### src/rtl/instruction_sequencer_if.sv
// Handshake and memory bundle between the instruction sequencer, its host,
// and the synchronous instruction memory.
interface instruction_sequencer_if #(
    parameter int INSTRUCTION_WIDTH  = 15,
    parameter int IMEM_ADDRESS_WIDTH = 12
);
    logic                          start;
    logic [IMEM_ADDRESS_WIDTH-1:0] start_pc;
    logic                          stall;
    logic [IMEM_ADDRESS_WIDTH-1:0] imem_address;
    logic [INSTRUCTION_WIDTH:0]    imem_data;
    logic [INSTRUCTION_WIDTH-1:0]  instruction;
    logic                          issue;
    logic                          running;
    logic                          done;

    modport master (
        output start, start_pc, stall, imem_data,
        input  imem_address, instruction, issue, running, done
    );

    modport slave (
        input  start, start_pc, stall, imem_data,
        output imem_address, instruction, issue, running, done
    );
endinterface

### src/rtl/instruction_sequencer.sv
// Fetches program words from a 1-cycle-latency instruction memory and issues one
// core instruction (or NOP) per clock, executing its own JMP/HALT/LOOP/WAIT words.
//
// state | meaning
// IDLE  | no program running, NOP issued, waiting for start
// RUN   | fetching and decoding program words
// WAIT  | burning wait_count NOP cycles, fetch address parked after the WAIT word
module instruction_sequencer #(
    parameter int                           INSTRUCTION_WIDTH  = 15,
    parameter int                           IMEM_ADDRESS_WIDTH = 12,
    parameter logic [INSTRUCTION_WIDTH-1:0] NOP                = 15'h2800
) (
    input  logic                   clk,
    input  logic                   reset,
    instruction_sequencer_if.slave bus
);
    localparam int WORD_WIDTH = INSTRUCTION_WIDTH + 1;

    localparam logic [2:0] OP_JMP     = 3'd0;
    localparam logic [2:0] OP_HALT    = 3'd1;
    localparam logic [2:0] OP_LOOPSET = 3'd2;
    localparam logic [2:0] OP_LOOPJ   = 3'd3;
    localparam logic [2:0] OP_WAIT    = 3'd4;

    typedef enum logic [1:0] {
        IDLE,
        RUN,
        WAIT
    } state_t;

    state_t                         state;
    logic [IMEM_ADDRESS_WIDTH-1:0]  pc;
    logic [IMEM_ADDRESS_WIDTH-1:0]  decode_pc;
    logic                           fetch_valid;
    logic [IMEM_ADDRESS_WIDTH-1:0]  loop_count;
    logic [IMEM_ADDRESS_WIDTH-1:0]  wait_count;
    logic [INSTRUCTION_WIDTH-1:0]   instruction_q;
    logic                           issue_q;
    logic                           done_q;

    logic                           word_is_ctrl;
    logic [2:0]                     op;
    logic [IMEM_ADDRESS_WIDTH-1:0]  arg;

    assign word_is_ctrl = bus.imem_data[WORD_WIDTH-1];
    assign op           = bus.imem_data[WORD_WIDTH-2 -: 3];
    assign arg          = bus.imem_data[IMEM_ADDRESS_WIDTH-1:0];

    assign bus.imem_address = pc;
    assign bus.instruction  = instruction_q;
    assign bus.issue        = issue_q;
    assign bus.done         = done_q;
    assign bus.running      = (state != IDLE);

    // fetch_valid marks that imem_data holds the word at decode_pc; every
    // redirect clears it so the word already in flight is squashed.
    always_ff @(posedge clk or posedge reset) begin
        if (reset) begin
            state         <= IDLE;
            pc            <= '0;
            decode_pc     <= '0;
            fetch_valid   <= 1'b0;
            loop_count    <= '0;
            wait_count    <= '0;
            instruction_q <= NOP;
            issue_q       <= 1'b0;
            done_q        <= 1'b0;
        end else begin
            instruction_q <= NOP;
            issue_q       <= 1'b0;
            done_q        <= 1'b0;
            case (state)
                IDLE: begin
                    fetch_valid <= 1'b0;
                    if (bus.start) begin
                        pc    <= bus.start_pc;
                        state <= RUN;
                    end
                end
                RUN, WAIT: begin
                    if (bus.stall) begin
                        // rewind to the undecoded word so nothing is lost on release
                        if (fetch_valid) begin
                            pc <= decode_pc;
                        end
                        fetch_valid <= 1'b0;
                    end else if (state == WAIT) begin
                        wait_count <= wait_count - 1'b1;
                        if (wait_count == {{(IMEM_ADDRESS_WIDTH-1){1'b0}}, 1'b1}) begin
                            state <= RUN;
                        end
                    end else begin
                        decode_pc   <= pc;
                        pc          <= pc + 1'b1;
                        fetch_valid <= 1'b1;
                        if (fetch_valid) begin
                            if (!word_is_ctrl) begin
                                instruction_q <= bus.imem_data[INSTRUCTION_WIDTH-1:0];
                                issue_q       <= 1'b1;
                            end else begin
                                case (op)
                                    OP_JMP: begin
                                        pc          <= arg;
                                        fetch_valid <= 1'b0;
                                    end
                                    OP_HALT: begin
                                        state       <= IDLE;
                                        done_q      <= 1'b1;
                                        fetch_valid <= 1'b0;
                                    end
                                    OP_LOOPSET: begin
                                        loop_count <= arg;
                                    end
                                    OP_LOOPJ: begin
                                        if (loop_count != '0) begin
                                            loop_count  <= loop_count - 1'b1;
                                            pc          <= arg;
                                            fetch_valid <= 1'b0;
                                        end
                                    end
                                    OP_WAIT: begin
                                        if (arg != '0) begin
                                            state       <= WAIT;
                                            wait_count  <= arg;
                                            pc          <= decode_pc + 1'b1;
                                            fetch_valid <= 1'b0;
                                        end
                                    end
                                    default: begin
                                    end
                                endcase
                            end
                        end
                    end
                end
                default: begin
                    state <= IDLE;
                end
            endcase
        end
    end
endmodule

### src/flat_wrapper.sv
// flat-port wrapper written by rule: the top's interface ports become plain ports
module instruction_sequencer_flat 
#(
    parameter int                           INSTRUCTION_WIDTH  = 15,
    parameter int                           IMEM_ADDRESS_WIDTH = 12,
    parameter logic [INSTRUCTION_WIDTH-1:0] NOP                = 15'h2800
)
  (clk, reset, bus_start, bus_start_pc, bus_stall, bus_imem_data, bus_imem_address, bus_instruction, bus_issue, bus_running, bus_done);
  instruction_sequencer_if #(.INSTRUCTION_WIDTH(INSTRUCTION_WIDTH), .IMEM_ADDRESS_WIDTH(IMEM_ADDRESS_WIDTH)) bus_i ();
  input  logic clk;
  input  logic reset;
  input wire logic [$bits(bus_i.start)-1:0] bus_start;
  input wire logic [$bits(bus_i.start_pc)-1:0] bus_start_pc;
  input wire logic [$bits(bus_i.stall)-1:0] bus_stall;
  input wire logic [$bits(bus_i.imem_data)-1:0] bus_imem_data;
  output wire logic [$bits(bus_i.imem_address)-1:0] bus_imem_address;
  output wire logic [$bits(bus_i.instruction)-1:0] bus_instruction;
  output wire logic [$bits(bus_i.issue)-1:0] bus_issue;
  output wire logic [$bits(bus_i.running)-1:0] bus_running;
  output wire logic [$bits(bus_i.done)-1:0] bus_done;
  assign bus_i.start = bus_start;
  assign bus_i.start_pc = bus_start_pc;
  assign bus_i.stall = bus_stall;
  assign bus_i.imem_data = bus_imem_data;
  assign bus_imem_address = bus_i.imem_address;
  assign bus_instruction = bus_i.instruction;
  assign bus_issue = bus_i.issue;
  assign bus_running = bus_i.running;
  assign bus_done = bus_i.done;
  instruction_sequencer #(.INSTRUCTION_WIDTH(INSTRUCTION_WIDTH), .IMEM_ADDRESS_WIDTH(IMEM_ADDRESS_WIDTH), .NOP(NOP)) u_core (.clk(clk), .reset(reset), .bus(bus_i));
endmodule
### config.mk
export PLATFORM = sky130hd
export DESIGN_NAME = instruction_sequencer_flat
export DESIGN_NICKNAME = d
export VERILOG_FILES = /design/src/rtl/instruction_sequencer_if.sv /design/src/rtl/instruction_sequencer.sv /design/src/flat_wrapper.sv
export SDC_FILE = /design/constraint.sdc
export NUM_CORES = 1
export LEC_CHECK = 0
export CELL_PAD_IN_SITES_DETAIL_PLACEMENT = 0
export CELL_PAD_IN_SITES_GLOBAL_PLACEMENT = 1
export CORE_MARGIN = 2
export CORE_UTILIZATION = 40
export DETAILED_ROUTE_END_ITERATION = 12
export PLACE_DENSITY_LB_ADDON = 0.1
export SKIP_CTS_REPAIR_TIMING = 1
export SYNTH_ARGS = -nofsm -noshare
export SYNTH_HDL_FRONTEND = slang
export SYNTH_SLANG_ARGS = --single-unit
### constraint.sdc
create_clock -name clk -period 2.9 [get_ports clk]
set_clock_uncertainty 0.2 [all_clocks]
set_input_delay 0.725 -clock clk [delete_from_list [all_inputs] [get_ports clk]]
set_output_delay 0.725 -clock clk [all_outputs]
set_load 0.005 [all_outputs]
# Word level (Yosys, flattened, before mapping)
# Index checks and enable logic that the tools add are counted.
[classes]
addsub = 4
n_eq_ne = 17
mux = 50
bitwise = 2
reduce_logical = 19
[ops]
columns = ["cell", "count"]
rows = [
  ["12-bit two-way mux", 14],
  ["15-bit two-way mux", 5],
  ["12-bit case mux with 2 select lines", 2],
  ["12-bit case mux with 3 select lines", 1],
  ["12-bit by 1-bit adder with 12-bit output, second input constant", 2],
  ["12-bit nonzero test", 2],
  ["12-bit by 1-bit subtractor with 12-bit output, second input constant", 2],
  ["1-bit two-way mux", 17],
  ["2-bit two-way mux", 7],
  ["7-bit AND reduction", 2],
  ["2-bit nonzero test", 7],
  ["12-bit by 1-bit equality test with 1-bit output, second input constant", 1],
  ["4-bit by 2-bit inequality test with 1-bit output, second input constant", 2],
  ["2-bit case mux with 2 select lines", 2],
  ["3-bit by 2-bit equality test with 1-bit output, second input constant", 2],
  ["3-bit by 2-bit inequality test with 1-bit output, second input constant", 2],
  ["3-bit inequality test, second input constant", 2],
  ["6-bit AND reduction", 1],
  ["2-bit inequality test, second input constant", 2],
  ["4-bit AND reduction", 1],
  ["2-bit OR reduction", 2],
  ["3-bit by 1-bit equality test with 1-bit output, second input constant", 1],
  ["3-bit equality test, second input constant", 1],
  ["3-bit zero test", 1],
  ["other kinds (10)", 11],
]
[word_totals]
register_bits = 68
wordCells = 101

# Logic depth before layout (Yosys ltp)
[depth]
word_depth = 8
depth_mapped = 9
mapped_depth_nobuf = 7

# Least setup slack after synthesis
# Ideal clock, no wire load.
[synth_timing]
path_type = "input to register"
start = "input port bus_imem_data[13]"
end = "register u_core.wait_count[0]"
setup_time_ps = 123
arrival_ps = 2211
t_required_ps = 2577
slack_ps = 366
stages = 6
path_buffers = 1
cell_sequence = "buf_2 > or3b_4 > a31oi_2 > nand3_1 > mux2_2 > o221a_1"
[synth_via]
elab_chain_cells = 3
[synth_lines]
columns = ["item", "line", "source"]
rows = [
  ["start: declaration", "flat_wrapper.sv:15", "input wire logic [$bits(bus_i.imem_data)-1:0] bus_imem_data;"],
  ["3-bit equality test", "instruction_sequencer.sv:101", "case (op)"],
  ["2-bit nonzero test (no source line)", "-", ""],
  ["6-bit AND reduction (no source line)", "-", ""],
  ["end signal: assignment", "instruction_sequencer.sv:88", "wait_count <= wait_count - 1'b1;"],
  ["end signal: assignment", "instruction_sequencer.sv:124", "wait_count <= arg;"],
  ["end: declaration", "instruction_sequencer.sv:36", "logic [IMEM_ADDRESS_WIDTH-1:0] wait_count;"],
]
# No other way between the ends.
# A chain may end at the register's enable or synchronous reset.

# Worst setup path after layout
[layout_timing]
start = "input port bus_imem_data[8]"
end = "register u_core.state[1]"
[layout_via]
elab_chain_cells = 3
[layout_lines]
columns = ["item", "line", "source"]
rows = [
  ["12-bit nonzero test", "instruction_sequencer.sv:122", "if (arg != '0) begin"],
  ["4-bit by 2-bit inequality test with 1-bit output (no source line)", "-", ""],
  ["7-bit AND reduction (no source line)", "-", ""],
  ["end signal: assignment", "instruction_sequencer.sv:107", "state <= IDLE;"],
  ["end signal: assignment", "instruction_sequencer.sv:123", "state <= WAIT;"],
  ["end signal: assignment", "instruction_sequencer.sv:137", "state <= IDLE;"],
  ["end: declaration", "instruction_sequencer.sv:31", "state_t state;"],
]
# No other way between the ends.

==> key figures <==
Detailed routing
  – Total routed wirelength: 14.0 mm
  – Routed vias/inst: 5.83
  – Post-route DRC: 0
  – Final ANT Viol Nets: 0
  – Pre-antenna DRT Iters: 5
  – DR iter-0 viols: 312
  – Vias: 4261
  – Wire per inst: 19.1 um

Global route
  – Initial antenna violation count: 0
  – Grt total ovfl: 0
  – Vias in the first global route: 4040
  – First-pass GRT wire length: 22.3 mm
  – Pin count of the biggest net entering global routing: 69
  – Overall routing resource usage: 25.3%

Setup path
  – CP Max Fanout: 3
  – R2r endpoint: u_core.bus.imem_address[2]
  – CP Launch Point: bus_imem_data[8]
  – Crit path kind: in -> reg
  – Worst setup SP type: input pin
  – CP arrival: 2.65 ns
  – Setup crit end kind: register
  – Termination of the worst setup path: u_core.state[1]
  – Launch point of the worst reg-to-reg path: u_core.loop_count[0]
  – Flop2flop setup slack: 0.47 ns
  – Reg2reg path depth: 9
  – Critical Path RT: 2.94 ns

Floorplan
  – Die W: 108 um
  – Core ar.: 10400 um2
  – Number of I/O pins: 62
  – Core Rows: 37
  – Die area: 11600 um2
  – Starting Density: 41.4%
  – Die Height: 108 um

STA
  – Worst slew pin tran: 0.719 ns
  – Final Worst Setup Slack: 0.291 ns
  – Max Clk Rate: 0.383 GHz
  – Setup_tns: 0 ns
  – Final Hold Fails: 0
  – Slew Limit Headroom: 51.6%
  – Crit path time final: 2.61 ns
  – RSZ-0062 raised after global routing: no
  – Hold slack final: 0.325 ns
  – Final setup fails: 0
  – Period Utilization, post-route: 90.0%
  – Max-slew violations: 0

Place
  – Dpl cells: 715
  – Placed inst area: 5450 um2
  – PortBufs: 61
  – Routability cong.: 0.886
  – Post-DP HPWL: 10.1 mm
  – Pre-CTS WS: -0.0662 ns

Yosys
  – Seq/Total Area, Yosys: 39.5%
  – Ys flop type: dfrtp_1
  – Post-Syn Area: 4310 um2
  – Mapped Cells: 487
  – Synth Net Count: 528
  – Number of synthesized flops with an enable pin: 0
  – #FFs+latches synth: 68
  – Syn Area/Cell: 8.85 um2
  – Synth area leader: dfrtp_1
  – Synth async-reset ratio: 100%
  – Post-synth top area share: 38.3%
  – Synth top cells by count: 66 x dfrtp_1, 33 x nor2_1, 32 x nand2_1, 30 x nand3_1, 29 x a21oi_1
  – Synth area leaders: dfrtp_1 38%, nand3_1 3.5%, a21oi_1 3.4%, nor2_1 2.9%, mux2_2 2.9%
  – Cell variety after synth: 64
  – Most frequent cell after synthesis: dfrtp_1
  – Warnings, synthesis: 0

Power and ir drop
  – P_sw: 2.32 mW
  – Leak: 2.33 nW
  – Clock Power Share: 16.6%
  – Comb pwr share: 50.7%
  – Net switching fraction of the power: 42.9%
  – Overall power of the completed layout: 5.41 mW
  – Peak VDD IR: 0.000478 V
  – Sequential power share: 32.8%
  – Internal cell power: 3.09 mW
  – Pwr dens: 954 nW/um2

Final layout
  – Final Core Density: 54.5%
  – Non-filler cells, final: 731
  – Share of cells above drive strength 1: 16.8%
  – Fin nets: 631
  – Diode count: 0
  – Synth-to-Final Area Change: 31.6%
  – Fill cells: 968
  – Design Area, Final: 5670 um2

Hold path
  – Hold crit path type: reg -> reg

Clock tree
  – Num CTS Buffers: 9
  – Clock slew at reported path FFs: 0.08 ns
  – H-tree levels: 3
  – Root buf cell: clkbuf_8
  – Clk buf depth: 2
  – Num Clock Sinks: 68
  – CTS tree: built
  – Worst-skew pair later-pin latency: 0.36 ns

Run
  – Max Cap Viol: 0

Run status
  – Outcome: complete, no violations
-- flip-flops by register name (all words and copies together) (netlist names) --
signal / count
u_core.bus.issue: 1
u_core.state: 2
u_core.bus.instruction: 15
u_core.bus.imem_address: 12
u_core.loop_count: 12
u_core.bus.done: 1
u_core.wait_count: 12
u_core.decode_pc: 12
u_core.fetch_valid: 1
-- power groups by stage --
| stage | combinational, mW | sequential (mW) | clock (mW) |
|---|---|---|---|
| 6_report | 2.74 | 1.77 | 0.898 |
| 3_5_place_dp | 2.73 | 1.77 | 0 |
| 5_1_grt | 3.05 | 1.83 | 0.969 |
| 3_3_place_gp | 2.68 | 1.77 | 0 |
| 4_1_cts | 2.75 | 1.76 | 0.916 |
| 2_1_floorplan | 1.83 | 1.62 | 0 |
-- critical path, cell delays in order --
cell and delay, ns:
clkdlybuf4s50_1 0.51, nor4_2 0.38, a31oi_2 0.18, o211a_1 0.25, o21ai_1 0.24, mux2_1 0.35
-- layout make-up --
cell class                      count  area (um2)  share of cell area [%]
Inverter                           19        71.3                    1.26
Timing Repair Buffer              119        1070                    18.9
Tap cell                          136         170                    3.00
Sequential cell                    68        1700                    30.0
Clock inverter                      7         100                    1.76
Multi-Input combinational cell    373        2430                    42.9
Clock buffer                        9         124                    2.18
-- cells by family (layout without fill, tap and decap cells) --
| kind of cell | count (synthesis) | in the layout | share of synthesized area (%) |
|---|---|---|---|
| DFF | 68 | 68 | 39.5 |
| AOI/OAI and AO/OA | 143 | 143 | 22.2 |
| adders and majority gates | 9 | 9 | 2.61 |
| buffers and inverters | 46 | 154 | 4.21 |
| muxes | 16 | 16 | 4.06 |
| and+or+nand+nor | 188 | 188 | 23.9 |
| xor gates and xnor gates | 17 | 17 | 3.45 |
-- metal layers --
metal  vias to the layer above  track usage, %  share of wire, %
met3                        24            3.63               4.9
met1                      2086            37.4                48
met2                       122            37.7                45
li1                       2029               -                 -
met4                         0            8.79               1.9
met5                         -               0                 0
-- placed cells by master (no fill, tap or decap), types with 4 or more instances in the layout --
cell and count:
or3_1 4, nand4_1 9, nand2b_1 13, and3_1 4
mux2i_1 4, xnor2_1 8, dfrtp_1 66, o2bb2ai_1 6
buf_4 56, xor2_1 9, mux2_2 11, nor4_2 4
nor2b_1 5, nand2_1 32, and2_1 16, a31oi_1 13
o221ai_1 6, o22ai_1 11, a21oi_1 29, o21ai_0 24
clkbuf_8 9, a22oi_1 7, clkdlybuf4s50_1 61, ha_1 9
o211ai_1 7, o21ai_1 8, inv_1 18, nor4_1 6
nand3b_1 5, nor2_1 33, nand3_1 30, nor3_1 13
-- worst min-delay path by stage --
stage,from,end,slack (ns),cells after the start
floorplan,u_core.loop_count[10],u_core.loop_count[10],0.28,1
global placement,u_core.loop_count[10],u_core.loop_count[10],0.30,1
detailed placement,u_core.loop_count[10],u_core.loop_count[10],0.31,1
CTS,u_core.loop_count[10],u_core.loop_count[10],0.33,1
global route,u_core.loop_count[10],u_core.loop_count[10],0.36,1
finish,u_core.loop_count[10],u_core.loop_count[10],0.33,1
Note: power is estimated with default switching activity, not from simulation.
